$ cat config.mk
export PLATFORM = sky130hd
export DESIGN_NAME = prga
export DESIGN_NICKNAME = d
export VERILOG_FILES = /design/src/rtl/prga.sv
export SDC_FILE = /design/constraint.sdc
export NUM_CORES = 1
export LEC_CHECK = 0
export CAP_MARGIN = 10
export CORE_UTILIZATION = 45
export DETAILED_ROUTE_END_ITERATION = 16
export PLACE_DENSITY = 0.72
export SLEW_MARGIN = 20
export SYNTH_ARGS = -nofsm -noshare
export SYNTH_HDL_FRONTEND = slang
export SYNTH_SLANG_ARGS = --single-unit
$ cat constraint.sdc
create_clock -name clk -period 7.35 [get_ports clk]
set_clock_uncertainty 0.1 [all_clocks]
set_input_delay 1.47 -clock clk [delete_from_list [all_inputs] [get_ports clk]]
set_output_delay 1.47 -clock clk [all_outputs]
set_load 0.05 [all_outputs]
$ cat src/rtl/prga.sv
// RC4 pseudo-random generation stage: swaps S entries per message byte and
// XORs the keystream with the length-prefixed ciphertext into plaintext memory.
//
// Ports:
//   clk, rst             clock; synchronous active-high reset
//   en / rdy             start request, accepted only while rdy (idle)
//   s_addr/s_rddata/
//   s_wrdata/s_wren      S array (1-cycle read latency)
//   ct_addr/ct_rddata    ciphertext memory, ct[0]=L, ct[1..L]=data
//   pt_addr/pt_wrdata/
//   pt_wren              plaintext memory, pt[0]=L, pt[1..L]=data
module prga (
    input  logic       clk,
    input  logic       rst,
    input  logic       en,
    output logic       rdy,
    output logic [7:0] s_addr,
    input  logic [7:0] s_rddata,
    output logic [7:0] s_wrdata,
    output logic       s_wren,
    output logic [7:0] ct_addr,
    input  logic [7:0] ct_rddata,
    output logic [7:0] pt_addr,
    output logic [7:0] pt_wrdata,
    output logic       pt_wren
);

    typedef enum logic [3:0] {
        IDLE, RD_LEN, GET_LEN, REQ_SI, GET_SI, REQ_SJ,
        GET_SJ, WR_SI, WR_SJ, REQ_PAD, WR_PT, DONE
    } state_t;

    state_t     state, state_n;
    logic [7:0] i, i_n;
    logic [7:0] j, j_n;
    logic [7:0] k, k_n;
    logic [7:0] len, len_n;
    logic [7:0] si, si_n;
    logic [7:0] sj, sj_n;

    always_ff @(posedge clk) begin
        if (rst) begin
            state <= IDLE;
            i     <= 8'd0;
            j     <= 8'd0;
            k     <= 8'd0;
            len   <= 8'd0;
            si    <= 8'd0;
            sj    <= 8'd0;
        end else begin
            state <= state_n;
            i     <= i_n;
            j     <= j_n;
            k     <= k_n;
            len   <= len_n;
            si    <= si_n;
            sj    <= sj_n;
        end
    end

    assign rdy = (state == IDLE);

    always_comb begin
        state_n   = state;
        i_n       = i;
        j_n       = j;
        k_n       = k;
        len_n     = len;
        si_n      = si;
        sj_n      = sj;
        s_addr    = 8'd0;
        s_wrdata  = 8'd0;
        s_wren    = 1'b0;
        ct_addr   = 8'd0;
        pt_addr   = 8'd0;
        pt_wrdata = 8'd0;
        pt_wren   = 1'b0;

        unique case (state)
            IDLE: begin
                i_n = 8'd0;
                j_n = 8'd0;
                if (en) state_n = RD_LEN;
            end
            RD_LEN: begin
                ct_addr = 8'd0;
                state_n = GET_LEN;
            end
            GET_LEN: begin
                len_n     = ct_rddata;
                pt_addr   = 8'd0;
                pt_wrdata = ct_rddata;
                pt_wren   = 1'b1;
                k_n       = 8'd1;
                if (ct_rddata == 8'd0) begin
                    state_n = DONE;
                end else begin
                    i_n     = 8'd1;
                    state_n = REQ_SI;
                end
            end
            REQ_SI: begin
                s_addr  = i;
                state_n = GET_SI;
            end
            GET_SI: begin
                si_n    = s_rddata;
                j_n     = j + s_rddata;
                state_n = REQ_SJ;
            end
            REQ_SJ: begin
                s_addr  = j;
                state_n = GET_SJ;
            end
            GET_SJ: begin
                sj_n    = s_rddata;
                state_n = WR_SI;
            end
            WR_SI: begin
                s_addr   = j;
                s_wrdata = si;
                s_wren   = 1'b1;
                state_n  = WR_SJ;
            end
            WR_SJ: begin
                s_addr   = i;
                s_wrdata = sj;
                s_wren   = 1'b1;
                state_n  = REQ_PAD;
            end
            REQ_PAD: begin
                // pre-swap si+sj equals post-swap S[i]+S[j]
                s_addr  = si + sj;
                ct_addr = k;
                state_n = WR_PT;
            end
            WR_PT: begin
                pt_addr   = k;
                pt_wrdata = s_rddata ^ ct_rddata;
                pt_wren   = 1'b1;
                if (k == len) begin
                    state_n = DONE;
                end else begin
                    k_n     = k + 8'd1;
                    i_n     = i + 8'd1;
                    state_n = REQ_SI;
                end
            end
            DONE: begin
                state_n = IDLE;
            end
            default: begin
                state_n = IDLE;
            end
        endcase
    end

endmodule

==> results.sh, run 1 <==
export IMPL_core_area_sq_um=6910
export IMPL_syn_inst=408
export IMPL_r2r_start="state[2]$_SDFFE_PP0P_"
export IMPL_yosys_area_top_type="dfxtp_1"
export IMPL_placed_area_sq_um=3930
export IMPL_clk_latency_ns=0.31
export IMPL_cts_root_buf="clkbuf_8"
export IMPL_die_h_um=87.3
export IMPL_cts_buffers=5
export IMPL_die_area_sq_um=7620
export IMPL_antennaDiodeCount=0
export IMPL_area_growth_pct=23.3
export IMPL_tightest_slew_ns=1.09
export IMPL_grt_pass1_wl_mm=14.2
export IMPL_regArea_sq_um=1040
export IMPL_layout_nets=493
export IMPL_postCtsResizedCells=0
export IMPL_clk_pin_slew_ns=0.10
export IMPL_grtUsageTotal_pct=23.9
export IMPL_synthArstFlopShare_pct=0
export IMPL_synth_nets=445
export IMPL_worstPathRequired_ns=5.78
export IMPL_dpl_hpwl_mm=6.51
export IMPL_setup_ws_ns=2.49
export IMPL_gp_congestion=0.868
export IMPL_crit_family="buffers and inverters"
export IMPL_ant_nets=0
export IMPL_cp_end_kind="output pin"
export IMPL_preCtsSetupSlack_ns=2.52
export IMPL_crit_type="in2out"
export IMPL_cts_tree="yes"
export IMPL_outcome="finished clean"
export IMPL_drt_iter0_drc=174
export IMPL_p_leak_nw=1.51
export IMPL_synth_edf_count=0
export IMPL_drv_cap=0
export IMPL_whs_ns=0.382
export IMPL_min_path_type="reg2reg"
export IMPL_overflow=0
export IMPL_syn_avg_cell_area_sq_um=8.03
export IMPL_ios=62
export IMPL_grt_antenna_before_repair=0
export IMPL_cts_path_max_buffers=2
export IMPL_routedWlPerCell_um=16.0
export IMPL_synth_flop_cell="dfxtp_1"
export IMPL_ctsHoldBuffers=0
export IMPL_synth_top_cell_area_share_pct=31.8
export IMPL_r2r_end="i[3]$_SDFFE_PP0P_"
export IMPL_cts_setup_buffers=0
export IMPL_crit_path_end="pt_wrdata[7]"
export IMPL_drcViolationCount=0
export IMPL_multi_input_area_sq_um=2100
export IMPL_finalPower_mw=0.599
export IMPL_die_w_um=87.3
export IMPL_syn_cell_area_sq_um=3270
export IMPL_grt_pass1_vias=2887
export IMPL_grt_max_degree=45
export IMPL_tns_ns=0
export IMPL_place_inst=545
export IMPL_fmax_mhz=206
export IMPL_post_route_period_util_pct=66.2
export IMPL_synth_distinct_cells=50
export IMPL_yosysWarnings=0
export IMPL_path_buf_inv=2
export IMPL_crit_cells=5
export IMPL_drtPass1Iterations=5
export IMPL_vias_per_cell=5.67
export IMPL_final_area_sq_um=4040
export IMPL_final_common_cell="clkdlybuf4s50_1"
export IMPL_critPathMaxStageDelay_ns=0.82
export IMPL_max_slew_margin_pct=26.5
export IMPL_path_cells="clkdlybuf4s50_1 > nand2_1 > xor2_1 > nor2_1 > clkdlybuf4s50_1"
export IMPL_cellPowerDensity_nw_per_um2=148
export IMPL_crit_arrival_ns=3.29
export IMPL_yosys_register_bits=52
export IMPL_reg2reg_depth=6
export IMPL_fillers=653
export IMPL_min_period_ns=4.86
export IMPL_ir_drop_uv=77.1
export IMPL_vias=3133
export IMPL_routed_wl_mm=8.87
export IMPL_ys_seq_area_share_pct=31.8
export IMPL_critPathMaxFanout=7
export IMPL_fin_util_pct=58.5
export IMPL_htree_num_levels=2
export IMPL_layoutNonFillerInstCount=553
export IMPL_critPathSlowestCell="clkdlybuf4s50_1"
export IMPL_initial_utilization_pct=47.4
export IMPL_crit_path_start="s_rddata[7]"
export IMPL_finalHoldViolCount=0
export IMPL_synthTopCellsByArea="dfxtp_1, nand2_1, ha_1, nor2_1, xnor2_1"
export IMPL_final_cell_mix="clkdlybuf4s50_1, nand2_1, dfxtp_1, nor2_1, a21oi_1"
export IMPL_r2r_slack_ns=4.55
export IMPL_rsz0062_at_grt="false"
export IMPL_crit_top_cell="clkdlybuf4s50_1"
export IMPL_finalMaxSlewViolations=0
export IMPL_start_kind="input port"
export IMPL_rows=30
export IMPL_cts_sinks=52
export IMPL_finalSetupViolations=0
export IMPL_layout_drive_gt1_share_pct=4.60
export IMPL_io_buffers=61
-- registers in the layout, summed over array words and instances, names as in the netlist --
register	flops
i	8
j	8
k	8
len	8
si	8
sj	8
state	4
-- worst min-delay path: cells and delay by family, from the launching register on --
family	cells	cell delay, ns
AO/OA/AOI/OAI	1	0.05
AND/OR/NAND/NOR	1	0.06
flip-flops	1	0.33
-- power by group --
part	internal, mW	total (mW)	switching [mW]
logic	0.0367	0.0998	0.0631
registers	0.288	0.298	0.0102
clock network	0.101	0.201	0.0999
-- cell families after synthesis --
family	synth area share, %
and+or+nand+nor	26.8
AOI/OAI and AO/OA	17.7
DFF	31.8
xor gates and xnor gates	9.09
buffers and inverters	4.20
adders and majority gates	7.34
muxes	3.10
-- worst min path at each step --
stage | from | endpoint | slack (ns) | cells past startpoint
final | len[5]$_SDFFE_PP0P_ | len[5]$_SDFFE_PP0P_ | 0.38 | 2
after global routing | len[1]$_SDFFE_PP0P_ | len[1]$_SDFFE_PP0P_ | 0.40 | 2
after CTS | len[5]$_SDFFE_PP0P_ | len[5]$_SDFFE_PP0P_ | 0.38 | 2
after detailed placement | len[5]$_SDFFE_PP0P_ | len[5]$_SDFFE_PP0P_ | 0.37 | 2
after global placement | si[3]$_SDFFE_PP0P_ | si[3]$_SDFFE_PP0P_ | 0.36 | 2
after floorplan | len[5]$_SDFFE_PP0P_ | len[5]$_SDFFE_PP0P_ | 0.35 | 2
-- final cells by class --
| cell class | instances | share of cell area, % |
|---|---|---|
| Multi-Input combinational cell | 322 | 51.9 |
| Sequential cell | 52 | 25.8 |
| Timing Repair Buffer | 63 | 15.5 |
| Tap cell | 96 | 2.97 |
| Clock buffer | 5 | 1.70 |
| Inverter | 12 | 1.12 |
| Clock inverter | 3 | 1.05 |
-- cell usage after synthesis (all sizes together), types with 2 or more instances --
library cell	count
a21o	4
a21oi	30
a222oi	3
a22o	8
a22oi	8
a32o	6
and2	9
and3	14
and4	2
buf	10
clkbuf	12
dfxtp	52
fa	2
ha	16
inv	12
mux2i	9
nand2	56
nand3	14
nand4	3
nor2	47
nor2b	4
nor3	8
nor3b	7
nor4	6
o21ai	16
xnor2	18
xor2	16
-- metal layers --
metal | global-route usage, % | share of wire [%] | wire length, um | vias up
li1 | - | - | - | 1533
met1 | 33.2 | 49 | 4310 | 1489
met2 | 37.3 | 44 | 3860 | 95
met3 | 3.79 | 5.3 | 467 | 16
met4 | 8.49 | 2.5 | 226 | 0
met5 | 0 | 0 | 0 | -
Power figures use the tool's default switching activity.
==> run 2: changes to the inputs <==
- PLACE_DENSITY: 0.72 -> 0.74
- clock period: 7.35 -> 4.3 ns (I/O delays scaled with it)
==> run 2 against run 1 <==
Against the previous run: worst setup slack lost 2.1 ns; global-route usage down 0.24 points; flip-flop and latch count did not move; non-clock buffer count is 3 higher; sequential share of layout area down 0.14 points; power grew 71%; die area is the same; clock-buffer cell count grew 1; combinational power increased by 73%; clock power rose by 69%; register-to-register slack got worse by 2.7 ns; cell count rose by 0.54%.
==> results.sh, run 2 (synthesis results as in run 1) <==
export IMPL_p_leak_nw=1.55
export IMPL_die_h_um=87.3
export IMPL_initial_utilization_pct=47.4
export IMPL_grt_pass1_vias=2878
export IMPL_regArea_sq_um=1040
export IMPL_crit_top_cell="a22oi_1"
export IMPL_antennaDiodeCount=0
export IMPL_routedWlPerCell_um=15.8
export IMPL_crit_family="buffers and inverters"
export IMPL_critPathMaxStageDelay_ns=0.85
export IMPL_cts_root_buf="clkbuf_8"
export IMPL_start_kind="register"
export IMPL_fin_util_pct=58.8
export IMPL_min_path_cells=2
export IMPL_fillers=642
export IMPL_dpl_hpwl_mm=6.50
export IMPL_vias=3150
export IMPL_final_common_cell="clkdlybuf4s50_1"
export IMPL_drtPass1Iterations=5
export IMPL_grtUsageTotal_pct=23.6
export IMPL_postCtsResizedCells=0
export IMPL_ctsHoldBuffers=0
export IMPL_path_buf_inv=1
export IMPL_routed_wl_mm=8.81
export IMPL_ir_drop_uv=162
export IMPL_fmax_mhz=255
export IMPL_layout_nets=496
export IMPL_rsz0062_at_grt="false"
export IMPL_cts_tree="yes"
export IMPL_tns_ns=0
export IMPL_crit_type="reg2out"
export IMPL_post_route_period_util_pct=91.3
export IMPL_cp_end_kind="output pin"
export IMPL_area_growth_pct=24.0
export IMPL_die_w_um=87.3
export IMPL_io_buffers=61
export IMPL_drv_cap=0
export IMPL_min_path_type="reg2reg"
export IMPL_outcome="finished clean"
export IMPL_finalHoldViolCount=0
export IMPL_r2r_slack_ns=1.83
export IMPL_grt_max_degree=34
export IMPL_finalSetupViolations=0
export IMPL_finalMaxSlewViolations=0
export IMPL_clk_pin_slew_ns=0.10
export IMPL_clk_latency_ns=0.30
export IMPL_cellPowerDensity_nw_per_um2=252
export IMPL_hold_path_end="len[3]$_SDFFE_PP0P_"
export IMPL_max_slew_margin_pct=39.2
export IMPL_gp_congestion=0.861
export IMPL_die_area_sq_um=7620
export IMPL_multi_input_area_sq_um=2100
export IMPL_drcViolationCount=0
export IMPL_critPathMaxFanout=13
export IMPL_hold_start="len[3]$_SDFFE_PP0P_"
export IMPL_cts_path_max_buffers=2
export IMPL_r2r_end="i[6]$_SDFFE_PP0P_"
export IMPL_ant_nets=0
export IMPL_path_cells="nor2b_1 > a22oi_1 > nor2_1 > a22oi_1 > o21ai_0 > clkdlybuf4s50_1"
export IMPL_core_area_sq_um=6910
export IMPL_cts_setup_buffers=0
export IMPL_cts_sinks=52
export IMPL_cts_buffers=5
export IMPL_min_period_ns=3.93
export IMPL_final_cell_mix="clkdlybuf4s50_1, nand2_1, dfxtp_1, nor2_1, a21oi_1"
export IMPL_r2r_start="state[3]$_SDFFE_PP0P_"
export IMPL_rows=30
export IMPL_critPathSlowestCell="clkdlybuf4s50_1"
export IMPL_reg2reg_depth=5
export IMPL_tightest_slew_ns=0.907
export IMPL_overflow=0
export IMPL_drt_iter0_drc=173
export IMPL_vias_per_cell=5.67
export IMPL_htree_num_levels=2
export IMPL_crit_arrival_ns=2.97
export IMPL_ios=62
export IMPL_worstPathRequired_ns=3.34
export IMPL_grt_antenna_before_repair=0
export IMPL_grt_pass1_wl_mm=14.2
export IMPL_layout_drive_gt1_share_pct=5.00
run 2: cell count changes in the layout (fill, tap and decap cells not counted), sizes merged:
cell,change
clkbuf,+1
clkinvlp,-1
buf,+3
dlymetal6s2s,+1
clkdlybuf4s50,-1
run 2: how the worst max path moves through the flow:
stage                                from         to  depth (start not counted)
CTS                    si[0]$_SDFFE_PP0P_  s_addr[6]                          9
floorplan              si[0]$_SDFFE_PP0P_  s_addr[6]                          8
finish              state[0]$_SDFFE_PP0P_  s_addr[3]                          6
global placement       si[0]$_SDFFE_PP0P_  s_addr[6]                          9
global route        state[0]$_SDFFE_PP0P_  s_addr[5]                          6
detailed placement     si[0]$_SDFFE_PP0P_  s_addr[6]                          9
run 2: tightest hold or removal path: stages (launching register included):
cell and delay, ns:
dfxtp_1 0.34, nand2_1 0.06, a21oi_1 0.05
run 2: through the flow:
| step | power, mW | setup slack, ns | cell area, sq um | hold WS, ns | cells |
|---|---|---|---|---|---|
| 2_1_floorplan | 0.631 | 0.437 | 3270 | 0.348 | 408 |
| 3_3_place_gp | 0.688 | 0.448 | 3950 | 0.359 | 548 |
| 3_5_place_dp | 0.691 | 0.427 | 3950 | 0.371 | 548 |
| 4_1_cts | 1.03 | 0.0791 | 4060 | 0.379 | 556 |
| 5_1_grt | 1.07 | 0.250 | 4060 | 0.406 | 556 |
| 6_report | 1.02 | 0.374 | 4060 | 0.382 | 556 |
run 2: routing by layer:
layer | vias up | track usage (%) | wire length (um)
met4 | 0 | 3.28 | 46
met3 | 4 | 4.17 | 488
met5 | - | 0 | 0
met1 | 1520 | 33.6 | 4230
met2 | 94 | 38.1 | 4050
li1 | 1532 | - | -
run 2: cell type report:
class / count / share of cell area [%]
tap: 96 / 2.96
timing repair buffer: 66 / 16.0
clock buffer: 6 / 1.79
clock inverter: 2 / 0.863
sequential: 52 / 25.6
inverter: 12 / 1.11
multi-input combinational: 322 / 51.6
run 2: where the power goes:
part | switching (mW) | internal [mW]
combinational | 0.109 | 0.0637
sequential | 0.0177 | 0.492
clock | 0.167 | 0.173
